[src/rtl/taxi_eth_tx_sched_pkg.sv]
// Shared types and the round-robin pick function for the TX frame scheduler.
// Latency: n/a (types and a combinational helper only).
// Backpressure: n/a.
package taxi_eth_tx_sched_pkg;

    // The pick function works on a fixed maximum width so one definition
    // serves every source count from 2 to 16.
    localparam int RR_MAX   = 16;
    localparam int RR_IDX_W = 4;

    typedef enum logic {
        IDLE = 1'b0,
        XFER = 1'b1
    } sched_state_t;

    typedef struct packed {
        logic                found;
        logic [RR_IDX_W-1:0] idx;
    } rr_pick_t;

    // Search upward from (last + 1) mod n, wrapping, for the first set bit of
    // req. Bits at or above n are never examined.
    function automatic rr_pick_t rr_pick(input logic [RR_MAX-1:0]   req,
                                         input logic [RR_IDX_W-1:0] last,
                                         input int unsigned         n);
        rr_pick_t            pick;
        logic [RR_IDX_W-1:0] cand;
        pick = '0;
        for (int unsigned k = 1; k <= RR_MAX; k++) begin
            cand = RR_IDX_W'((32'(last) + k) % n);
            if (k <= n && !pick.found && req[cand]) begin
                pick.found = 1'b1;
                pick.idx   = cand;
            end
        end
        return pick;
    endfunction

endpackage

[src/rtl/taxi_rr_arb.sv]
// Combinational round-robin picker: lowest-priority index is the last winner.
// Latency: zero (pure combinational).
// Backpressure: none; the caller decides when to register the winner.
// Ports: req (request vector), last (previous winner), grant (winner), found.
module taxi_rr_arb
    import taxi_eth_tx_sched_pkg::*;
#(
    parameter int N     = 4,
    parameter int IDX_W = $clog2(N)
) (
    input  logic [N-1:0]     req,
    input  logic [IDX_W-1:0] last,
    output logic [IDX_W-1:0] grant,
    output logic             found
);

    rr_pick_t pick;

    always_comb begin
        pick = rr_pick(RR_MAX'(req), RR_IDX_W'(last), N);
    end

    assign found = pick.found;
    assign grant = IDX_W'(pick.idx);

endmodule

[src/rtl/taxi_eth_tx_sched.sv]
// Frame-level round-robin scheduler sharing one MAC TX AXI-Stream among N_SRC sources.
// Latency: one arbitration cycle per frame, then a zero-latency mux at one beat/cycle.
// Backpressure: m_tready is steered to the granted source's s_tready only; others see 0.
// Ports: s_* per-source AXI-Stream in (packed by source index), m_* to the MAC,
// m_tid = granted source, src_en arbitration mask, busy = frame in flight,
// grant_idx = current/last winner. Optional per-source frame counters (frame_cnt)
// are built when TAXI_ETH_TX_SCHED_STATS_EN is defined.
module taxi_eth_tx_sched
    import taxi_eth_tx_sched_pkg::*;
#(
    parameter int N_SRC  = 4,
    parameter int DATA_W = 8,
    parameter int ID_W   = 8,
    parameter int SRC_W  = $clog2(N_SRC)
) (
    input  logic                    clk,
    input  logic                    rst_n,
    input  logic [N_SRC*DATA_W-1:0] s_tdata,
    input  logic [N_SRC-1:0]        s_tvalid,
    output logic [N_SRC-1:0]        s_tready,
    input  logic [N_SRC-1:0]        s_tlast,
    input  logic [N_SRC-1:0]        s_tuser,
    output logic [DATA_W-1:0]       m_tdata,
    output logic                    m_tvalid,
    input  logic                    m_tready,
    output logic                    m_tlast,
    output logic                    m_tuser,
    output logic [ID_W-1:0]         m_tid,
    input  logic [N_SRC-1:0]        src_en,
    output logic                    busy,
    output logic [SRC_W-1:0]        grant_idx
`ifdef TAXI_ETH_TX_SCHED_STATS_EN
    ,
    output logic [N_SRC*32-1:0]     frame_cnt
`endif
);

    sched_state_t     state;
    sched_state_t     state_nxt;
    logic [SRC_W-1:0] last_idx;
    logic [SRC_W-1:0] arb_idx;
    logic             arb_found;
    logic [N_SRC-1:0] req;

    // src_en only matters here: once a frame is granted it runs to tlast.
    assign req = s_tvalid & src_en;

    taxi_rr_arb #(
        .N     (N_SRC),
        .IDX_W (SRC_W)
    ) u_arb (
        .req   (req),
        .last  (last_idx),
        .grant (arb_idx),
        .found (arb_found)
    );

    always_comb begin
        state_nxt = state;
        m_tdata   = '0;
        m_tvalid  = 1'b0;
        m_tlast   = 1'b0;
        m_tuser   = 1'b0;
        s_tready  = '0;
        if (state == XFER) begin
            for (int i = 0; i < N_SRC; i++) begin
                if (grant_idx == SRC_W'(i)) begin
                    m_tdata     = s_tdata[i*DATA_W +: DATA_W];
                    m_tvalid    = s_tvalid[i];
                    m_tlast     = s_tlast[i];
                    m_tuser     = s_tuser[i];
                    s_tready[i] = m_tready;
                end
            end
            if (m_tvalid && m_tready && m_tlast) begin
                state_nxt = IDLE;
            end
        end else if (arb_found) begin
            state_nxt = XFER;
        end
    end

    always_ff @(posedge clk or negedge rst_n) begin
        if (!rst_n) begin
            state     <= IDLE;
            grant_idx <= '0;
            // Start the rotation so that source 0 is first in line.
            last_idx  <= SRC_W'(N_SRC - 1);
        end else begin
            state <= state_nxt;
            if (state == IDLE && arb_found) begin
                grant_idx <= arb_idx;
                last_idx  <= arb_idx;
            end
        end
    end

    assign busy  = (state == XFER);
    assign m_tid = ID_W'(grant_idx);

`ifdef TAXI_ETH_TX_SCHED_STATS_EN
    logic [31:0] cnt [N_SRC];

    always_ff @(posedge clk or negedge rst_n) begin
        if (!rst_n) begin
            for (int i = 0; i < N_SRC; i++) cnt[i] <= '0;
        end else begin
            for (int i = 0; i < N_SRC; i++) begin
                if (s_tready[i] && s_tvalid[i] && s_tlast[i]) begin
                    cnt[i] <= cnt[i] + 32'd1;
                end
            end
        end
    end

    for (genvar g = 0; g < N_SRC; g++) begin : g_cnt
        assign frame_cnt[g*32 +: 32] = cnt[g];
    end
`endif

endmodule

[config.mk]
export PLATFORM = sky130hd
export DESIGN_NAME = taxi_eth_tx_sched
export DESIGN_NICKNAME = d
export VERILOG_FILES = /design/src/rtl/taxi_eth_tx_sched_pkg.sv /design/src/rtl/taxi_rr_arb.sv /design/src/rtl/taxi_eth_tx_sched.sv
export SDC_FILE = /design/constraint.sdc
export NUM_CORES = 1
export LEC_CHECK = 0
export ABC_AREA = 0
export BUFFER_PORTS_ARGS = -buffer_cell sky130_fd_sc_hd__buf_4
export CAP_MARGIN = 20
export CORE_ASPECT_RATIO = 0.7
export CORE_MARGIN = 8
export CORE_UTILIZATION = 38
export DETAILED_ROUTE_END_ITERATION = 10
export PLACE_DENSITY = 0.85
export SKIP_LAST_GASP = 1
export SLEW_MARGIN = 0
export SYNTH_ARGS = -nofsm -noshare
export SYNTH_HDL_FRONTEND = slang
export SYNTH_HIERARCHICAL = 1
export SYNTH_SLANG_ARGS = --single-unit
export TNS_END_PERCENT = 50
[constraint.sdc]
create_clock -name clk -period 3.6 [get_ports clk]
set_input_delay 0.36 -clock clk [delete_from_list [all_inputs] [get_ports clk]]
set_output_delay 0.36 -clock clk [all_outputs]
set_load 0.01 [all_outputs]
# Word level (Yosys, flattened, before mapping)
# Index checks and enable logic that the tools add are counted.
# classes
div_mod_pow	0
mux	42
order_cmp	4
shift	0
reduce_logical	10
eq_ne	3
bitwise	2
n_addsub	4
n_mul	0
# op_table
operator	n
8-bit 2-to-1 mux	5
1-bit 2-to-1 mux	28
2-bit by 5-bit < comparator with 1-bit output, second input constant	4
5-bit 2-to-1 mux	4
1-bit binary-select mux with 2-bit select	4
1-bit logical AND	6
2-bit by 1-bit adder with 2-bit output, second input constant	2
2-bit adder, second input constant	2
4-bit bitwise AND	1
2-bit == test, second input constant	2
4-bit 2-to-1 mux	1
1-bit zero test	3
2-bit by 1-bit == test with 1-bit output, second input constant	1
2-bit zero test	1
1-bit NOT	1
# totals
ff_bits	5
ramBits	0
mem_count	0
mem_bits_ro	0
latch_bits	0
inputBits	51

# Depth between registers and ports, before layout
# Gate-level depths: netlist of the first run.
# depth
ltp_word	15
depth_mapped	6
mapped_depth_nobuf	6

# By module
# The synthesis of the first run kept the hierarchy.
# modules_own_cells
module	area_each_um2	cells_each	seq_area_each_um2	n_inst
taxi_eth_tx_sched	693.2	68	127.6	1
taxi_rr_arb	78.8	14	0.0	1

# Worst setup path before layout of the first run
# OpenSTA, ideal clock, no wires.
# synth_path
path_kind	reg2out
start	register grant_idx[0]
end	output port m_tdata[2]
slack_ns	1.895
required_time_ns	3.240
arrival_ns	1.345
path_stages_with_launch	5
path_cell_list	dfrtp_1 -> buf_6 -> buf_12 -> mux4_2 -> and2_1
# synth_via
elab_chain_len	6
word_cells_on_any_way	9
# synth_rtl
item	line_no	text
from (decl)	taxi_eth_tx_sched.sv:31	output logic [SRC_W-1:0] grant_idx
from (signal assigned)	taxi_eth_tx_sched.sv:92	grant_idx <= arb_idx;
2-bit zero test	taxi_eth_tx_sched.sv:67	if (grant_idx == SRC_W'(i)) begin
8-bit 2-to-1 mux (3 in a row)	taxi_eth_tx_sched.sv:67	
8-bit 2-to-1 mux *	taxi_eth_tx_sched.sv:67	
8-bit 2-to-1 mux *	taxi_eth_tx_sched.sv:65	if (state == XFER) begin
to (decl)	taxi_eth_tx_sched.sv:23	output logic [DATA_W-1:0] m_tdata,
# Mark *: on every way between the ends. The rest lies on a longest branch, timed or not.

# Worst setup path after layout of the first run
# layout_path
start	register grant_idx[0]
end	output port m_tlast
# layout_via
elab_chain_len	7
word_cells_on_any_way	10
# layout_rtl
item	line_no	text
2-bit zero test	taxi_eth_tx_sched.sv:67	
1-bit 2-to-1 mux (3 in a row)	taxi_eth_tx_sched.sv:67	
1-bit 2-to-1 mux *	taxi_eth_tx_sched.sv:67	
1-bit 2-to-1 mux * (2 in a row)	taxi_eth_tx_sched.sv:65	
to (decl)	taxi_eth_tx_sched.sv:26	output logic m_tlast,
# Mark *: on every way between the ends. The rest lies on a longest branch, timed or not. The select of a mux whose other input is x is not followed.

==> results of run 1 <==
## Yosys cell counts
| master | count |
|---|---|
| buf_2 | 1 |
| nand2_1 | 10 |
| nand3b_1 | 1 |
| clkbuf_1 | 1 |
| nand2b_1 | 4 |
| dfrtp_1 | 3 |
| and3_1 | 1 |
| buf_4 | 8 |
| inv_1 | 1 |
| buf_12 | 1 |
| a21o_1 | 1 |
| mux4_1 | 5 |
| o21ai_0 | 1 |
| conb_1 | 1 |
| o22ai_1 | 2 |
| nor2_1 | 9 |
| o21ai_1 | 1 |
| o311ai_1 | 1 |
| mux2i_1 | 2 |
| buf_6 | 1 |
| dfstp_2 | 2 |
| and2b_1 | 2 |
| and2_1 | 14 |
| nor2b_1 | 1 |
| mux4_2 | 5 |
| nand3_1 | 1 |
| a21oi_1 | 2 |
## layer usage
| metal | up-vias | GRT usage |
|---|---|---|
| met5 | - | 0 |
| met4 | 0 | 0.0532 |
| met3 | 2 | 0.0385 |
| met2 | 48 | 0.289 |
| met1 | 405 | 0.153 |
| li1 | 415 | - |
## stage by stage
| step | setup WS (ns) | instances | instance area, um^2 |
|---|---|---|---|
| after floorplan | 1.89 | 87 | 791 |
| after global placement | 1.46 | 167 | 1240 |
| after detailed placement | 1.39 | 167 | 1240 |
| after CTS | 1.13 | 172 | 1280 |
| after global routing | 1.01 | 172 | 1280 |
| final | 1.17 | 172 | 1280 |
## logic make-up after synthesis
logic type             after synthesis  synth area share
AO/OA/AOI/OAI                        8            0.0632
other                                1           0.00486
multiplexers                        12             0.342
AND/OR/NAND/NOR                     43             0.290
buffers and inverters               13             0.135
flip-flops                           5             0.165
## sequential cells by signal, summed over array words and instances (netlist names)
signal,count
busy,1
grant_idx,2
last_idx,2
## cell type report
type,instances,area [um^2]
repair buffers,71,536
flip-flops and latches,5,128
inverters,1,3.75
clock buffers,4,26.3
fillers,163,607
well taps,22,27.5
multi-input cells,69,559
## worst paths after layout
kind	start	to	slack [ns]	cells past startpoint
min reg2reg	last_idx[0]	last_idx[0]	0.47	2
min in group clk	last_idx[0]	last_idx[0]	0.47	2
max reg2reg	grant_idx[0]	busy	1.79	2
max	grant_idx[0]	m_tlast	1.17	3
max in group asynchronous	rst_n	last_idx[0]	2.95	2
min	rst_n	grant_idx[1]	0.46	2
## worst max-delay path: stages (launching register included)
cell	delay (ns)
dfrtp_1	0.86
mux4_1	0.67
and2_1	0.17
buf_4	0.14
## power by group
group | leakage (nW) | internal, mW | switching (mW)
Sequential | 0.0557 | 0.0870 | 0.0914
Clock | 0.0150 | 0.0417 | 0.0201
Combinational | 0.578 | 0.334 | 0.202
Total | 0.649 | 0.463 | 0.314
## repair_timing
item	CTS	global route
hold buffers	1	0
hold endpoints to repair	3	0
buffers inserted	0	0
==> metrics.txt, run 1 <==
die area 3750 um^2; Min-Delay Path Class primary input to async pin; Initial DRT Pass Iterations 6; share of post-route cells with drive strength above 1 0.533; Worst slew margin 0.465; M1 WL 1120 um; hold slack final 0.460 ns; largest net degree at the start of global routing 18; maximum VDD drop 409 uV; Syn-to-layout area delta 65.8%; # setup viols final 0; die width 69.9 um; Hold Vio Cnt, Final 0; clk sinks 5; Post-Route WL 2860 um; most common cell after layout, fill and taps aside buf_4; met3 WL post-DR 183 um; Cells after Synth 82; synth warn 6; global route total overflow 0; Clk Latency, worst-skew pair 0.23 ns; RSZ-0062 raised after global routing no; biggest area consumer among synthesized cells mux4_1; clk root buf clkbuf_4; Yosys reg bits 5; GPL Wtd Cong 0.767; DR WL met2 1530 um; Ports 77; Pins Over Slew Limit 0; # diodes 0; Period Utilization, post-route 0.676; worst-path fanout max 17; Synth top area share 0.170; initial DRC count 45; synthesized area 772 um^2; post-cts repair resize count 0; antenna-violating nets left 0; DR DRC count 0; IO Port Bufs 70; Tot Pwr 0.776 mW; gr usage total 0.147; critical path required time 3.24 ns; static leakage 0.649 nW; Least-Margin Pin Slew 0.802 ns; vias in the first global route 942; Vias per Instance 5.06; Site Rows 13; global-route wire length before repair 4460 um; Clock Pin Slew Worst Setup and Hold Paths 0.04 ns; commonest non-fill, non-tap cells in the layout buf_4 (70), and2_1 (14), nand2_1 (10); Final Net Count 202; max-capacitance violation count 0; CTS max path bufs 2; # H-tree levels 1; pwr dens 607 nW/um^2; minimum clock period 2.43 ns; Max Fclk 411 MHz; register area share after synthesis 0.165; initial antenna violation count 0; CTS tree done; CP Class flop to primary output; CTS buffer count 3; setup tns final 0 ns; Worst EP arrival 2.07 ns; Wirelength per Cell 16.6 um; Synth cell types 27; Die H 53.7 um; HPWL after DPL 2450 um; Top Layer Used met4; clock skew 0.00139 ns; Synth area leaders mux4_1 (17%), mux4_2 (15%), and2_1 (11%); crit end category primary output; status finished clean; via count 870; Worst setup SP type flop; Final Util 0.678; Core ar. 1890 um^2; Initial Utilization 0.409; Mean Syn Cell Area 9.41 um^2
Power figures use the tool's default switching activity.
==> run 2: changes to the inputs <==
--- a/config.mk
+++ b/config.mk
@@ -10,9 +10,9 @@
 export CAP_MARGIN = 20
 export CORE_ASPECT_RATIO = 0.7
 export CORE_MARGIN = 8
-export CORE_UTILIZATION = 38
+export CORE_UTILIZATION = 36
 export DETAILED_ROUTE_END_ITERATION = 10
-export PLACE_DENSITY = 0.85
+export PLACE_DENSITY = 0.81
 export SKIP_LAST_GASP = 1
 export SLEW_MARGIN = 0
 export SYNTH_ARGS = -nofsm -noshare
==> constraint.sdc (replaced) <==
create_clock -name clk -period 2.4 [get_ports clk]
set_input_delay 0.24 -clock clk [delete_from_list [all_inputs] [get_ports clk]]
set_output_delay 0.24 -clock clk [all_outputs]
set_load 0.01 [all_outputs]
==> run 2 against run 1 <==
Against the previous run:
- critical path depth increased by 1
- clock skew about the same
- clock power increased by 53%
- die area increased by 4.1%
- flip-flop and latch count unchanged
- clock-buffer cell count unchanged
- critical endpoint is now m_tdata[4]
==> metrics.txt, run 2 (same netlist as run 1, synthesis figures left out) <==
status finished clean; IO Port Bufs 70; RSZ-0062 raised after global routing no; CTS buffer count 3; maximum VDD drop 458 uV; Period Utilization, post-route 0.872; # diodes 0; M1 WL 1230 um; met3 WL post-DR 241 um; Site Rows 14; GPL Wtd Cong 0.751; Pins Over Slew Limit 0; global-route wire length before repair 4310 um; Clk Latency, worst-skew pair 0.24 ns; commonest non-fill, non-tap cells in the layout buf_4 (71), and2_1 (14), nand2_1 (10); setup tns final 0 ns; max incr delay on CP 0.52 ns; Worst setup SP type flop; static leakage 0.654 nW; Ports 77; fill count 180; Worst EP arrival 1.85 ns; largest net degree at the start of global routing 18; worst slack, placed 0.537 ns; Max Fclk 478 MHz; minimum clock period 2.09 ns; Post-Route WL 2900 um; global route total overflow 0; # setup viols final 0; Min-Delay Path Class primary input to async pin; Crit-path slowest cell dfrtp_1; Top Layer Used met3; max-capacitance violation count 0; CP dominant cell by count buf_4; Worst slew margin 0.595; clk root buf clkbuf_4; CTS max path bufs 2; Vias per Instance 4.91; Least-Margin Pin Slew 0.607 ns; Critical Path, Cell by Cell buf_4, mux4_2, and2_1, buf_4; worst-path fanout max 10; DR WL met2 1430 um; # H-tree levels 1; vias in the first global route 833; switching pwr 0.469 mW; share of post-route cells with drive strength above 1 0.536; critical path required time 2.16 ns; Syn-to-layout area delta 67.1%; gr usage total 0.144; Die H 54.7 um; most common cell after layout, fill and taps aside buf_4; hold slack final 0.333 ns; RR Startpoint grant_idx[0]; die width 71.4 um; Initial DRT Pass Iterations 4; DR DRC count 0; Core ar. 2080 um^2; clk sinks 5; Final Util 0.619; Sw Ratio 0.400; Final Net Count 203; via count 859; post-cts repair resize count 0; final worst slack 0.308 ns; initial antenna violation count 0; die area 3910 um^2; CP Class flop to primary output; Clock Pin Slew Worst Setup and Hold Paths 0.04 ns; Initial Utilization 0.370; initial DRC count 29; pwr dens 909 nW/um^2; Pint 0.704 mW; clock skew 0.00181 ns; Clk network pwr share 0.080; HPWL after DPL 2510 um; combinational power share 0.720; Hold Vio Cnt, Final 0; crit end category primary output; Wirelength per Cell 16.6 um; part of the power in registers 0.200; antenna-violating nets left 0; CTS tree done; Critical path origin grant_idx[0]
-- run 2: cell types whose count changed in the layout (fill, tap and decap cells not counted) --
cell / delta
buf_4: +1
-- run 2: power groups by stage --
stage          clock (mW)  combinational, mW  sequential (mW)
6_report           0.0944              0.844            0.234
5_1_grt             0.109              0.907            0.244
4_1_cts             0.101              0.856            0.234
3_5_place_dp            0              0.853            0.236
3_3_place_gp            0              0.839            0.226
2_1_floorplan           0              0.571            0.182
-- run 2: metrics by stage --
step	instances	area [um^2]	power (mW)
2_1_floorplan	87	791	0.753
3_3_place_gp	170	1250	1.07
3_5_place_dp	170	1250	1.09
4_1_cts	175	1290	1.19
5_1_grt	175	1290	1.26
6_report	175	1290	1.17
-- run 2: timing repair --
item / CTS / global route
hold endpoints to repair: 5 / 0
buffers inserted: 0 / 0
hold buffers: 1 / 0
-- run 2: path summary, 6_finish.rpt --
| path | slack, ns | endpoint | depth (start not counted) |
|---|---|---|---|
| worst min register to register | 0.47 | last_idx[0] | 2 |
| worst min-delay path | 0.33 | busy | 2 |
| max in group asynchronous | 1.87 | last_idx[0] | 2 |
| worst max-delay path | 0.31 | m_tdata[4] | 4 |
| worst max register to register | 0.96 | busy | 4 |
| min in group clk | 0.42 | busy | 3 |
-- run 2: metal layers --
metal / vias up / track usage
met5: - / 0
met4: 0 / 0.0411
met3: 0 / 0.0402
met2: 44 / 0.264
met1: 397 / 0.163
li1: 418 / -
-- run 2: worst max-delay path, delay by kind of cell, from the launching register on --
family	cells	cell delay (ns)
muxes	1	0.50
buffers and inverters	2	0.42
DFF	1	0.52
and+or+nand+nor	1	0.17
-- run 2: cell type report --
class | count | area, um^2 | share of cell area
inverter | 1 | 3.75 | 0.00291
sequential | 5 | 128 | 0.0989
clock buffer | 4 | 26.3 | 0.0204
timing repair buffer | 72 | 543 | 0.421
multi-input combinational | 69 | 559 | 0.434
tap | 24 | 30.0 | 0.0233
==> run 3: changes to the inputs <==
--- a/config.mk
+++ b/config.mk
@@ -9,7 +9,7 @@
 export BUFFER_PORTS_ARGS = -buffer_cell sky130_fd_sc_hd__buf_4
 export CAP_MARGIN = 20
 export CORE_ASPECT_RATIO = 0.7
-export CORE_MARGIN = 8
+export CORE_MARGIN = 2
 export CORE_UTILIZATION = 36
 export DETAILED_ROUTE_END_ITERATION = 10
 export PLACE_DENSITY = 0.81
==> run 3 against run 2 <==
Against the previous run:
- via count up 0.81%
- flip-flop and latch count did not move
- sequential power shrank 3%
==> metrics.txt, run 3 (same netlist as run 1, synthesis figures left out) <==
GPL Wtd Cong 0.729; vias in the first global route 797; Wirelength per Cell 13.6 um; RR Startpoint grant_idx[0]; minimum clock period 2.07 ns; RSZ-0062 raised after global routing no; maximum VDD drop 547 uV; antenna-violating nets left 0; Max Fclk 484 MHz; fill count 156; r2r setup slk 0.97 ns; setup tns final 0 ns; Final Net Count 203; Initial DRT Pass Iterations 4; # diodes 0; Vias per Instance 5.01; Ports 77; die area 2540 um^2; global route total overflow 0; Worst R2R End busy; via count 866; # hold bufs at CTS 1; CTS buffer count 3; crit end category primary output; most common cell after layout, fill and taps aside buf_4; Least-Margin Pin Slew 0.557 ns; post-cts repair resize count 0; initial antenna violation count 0; Hold Vio Cnt, Final 0; Worst setup SP type flop; static leakage 0.654 nW; global-route wire length before repair 3550 um; Clock Pin Slew Worst Setup and Hold Paths 0.04 ns; Post-Route WL 2360 um; Syn-to-layout area delta 66.8%; critical path required time 2.16 ns; Tot Pwr 1.16 mW; DR DRC count 0; pwr dens 899 nW/um^2; worst-path fanout max 11; CP Class flop to primary output; commonest non-fill, non-tap cells in the layout buf_4 (71), and2_1 (14), nand2_1 (10); Worst slew margin 0.628; CTS tree done; Initial Utilization 0.399; gr usage total 0.185; Core ar. 1940 um^2; clk sinks 5; Die H 42.7 um; IO Port Bufs 70; largest net degree at the start of global routing 18; status finished clean; reg2reg path depth 4; die width 59.4 um; share of post-route cells with drive strength above 1 0.536; CTS max path bufs 2; clock skew 0.00161 ns; initial DRC count 15; Site Rows 13; post-CTS setup buffers 0; clk root buf clkbuf_4; # setup viols final 0; Clk Latency, worst-skew pair 0.23 ns; hold slack final 0.333 ns; Pins Over Slew Limit 0; Min-Delay Path Class primary input to async pin; Period Utilization, post-route 0.861; Worst EP arrival 1.83 ns; # H-tree levels 1; max-capacitance violation count 0
## run 3: cell counts in the layout (fill, tap and decap cells not counted)
Identical to the previous run, type by type.
## run 3: metrics by stage
stage | setup WS, ns | instances | utilization | instance area (um^2)
6_report | 0.333 | 173 | 0.665 | 1290
5_1_grt | 0.243 | 173 | 0.665 | 1290
4_1_cts | 0.317 | 173 | 0.665 | 1290
3_5_place_dp | 0.574 | 168 | 0.646 | 1250
3_3_place_gp | 0.597 | 168 | 0.646 | 1250
2_1_floorplan | 0.815 | 87 | - | 791
## run 3: critical path, stage by stage, from the launching register on
cell	delay, ns
dfrtp_1	0.50
buf_4	0.27
mux4_2	0.52
and2_1	0.16
buf_4	0.13
## run 3: routing by layer
| layer | wire length, um | vias up | track usage |
|---|---|---|---|
| li1 | - | 418 | - |
| met1 | 912 | 404 | 0.211 |
| met2 | 1200 | 42 | 0.336 |
| met3 | 224 | 2 | 0.0335 |
| met4 | 21 | 0 | 0.0727 |
| met5 | 0 | - | 0 |
## run 3: report_power, final
| part | switching, mW | total (mW) | leakage [nW] | internal [mW] |
|---|---|---|---|---|
| sequential | 0.0951 | 0.227 | 0.0557 | 0.132 |
| combinational | 0.329 | 0.838 | 0.583 | 0.510 |
| clock | 0.0305 | 0.0930 | 0.0150 | 0.0626 |
## run 3: worst max-delay path by stage
stage / endpoint / slack (ns) / cells after the start / from
6_report: m_tdata[6] / 0.33 / 4 / grant_idx[0]
5_1_grt: m_tdata[2] / 0.24 / 4 / grant_idx[0]
4_1_cts: m_tdata[6] / 0.32 / 4 / grant_idx[0]
3_5_place_dp: m_tdata[6] / 0.57 / 4 / grant_idx[0]
3_3_place_gp: m_tdata[2] / 0.60 / 4 / grant_idx[0]
2_1_floorplan: m_tdata[2] / 0.81 / 4 / grant_idx[0]
## run 3: cell type report
| cell class | count | area (um^2) | area share |
|---|---|---|---|
| multi-input cells | 69 | 559 | 0.434 |
| repair buffers | 72 | 543 | 0.422 |
| flip-flops and latches | 5 | 128 | 0.0991 |
| well taps | 22 | 27.5 | 0.0214 |
| clock buffers | 4 | 26.3 | 0.0204 |
| inverters | 1 | 3.75 | 0.00292 |
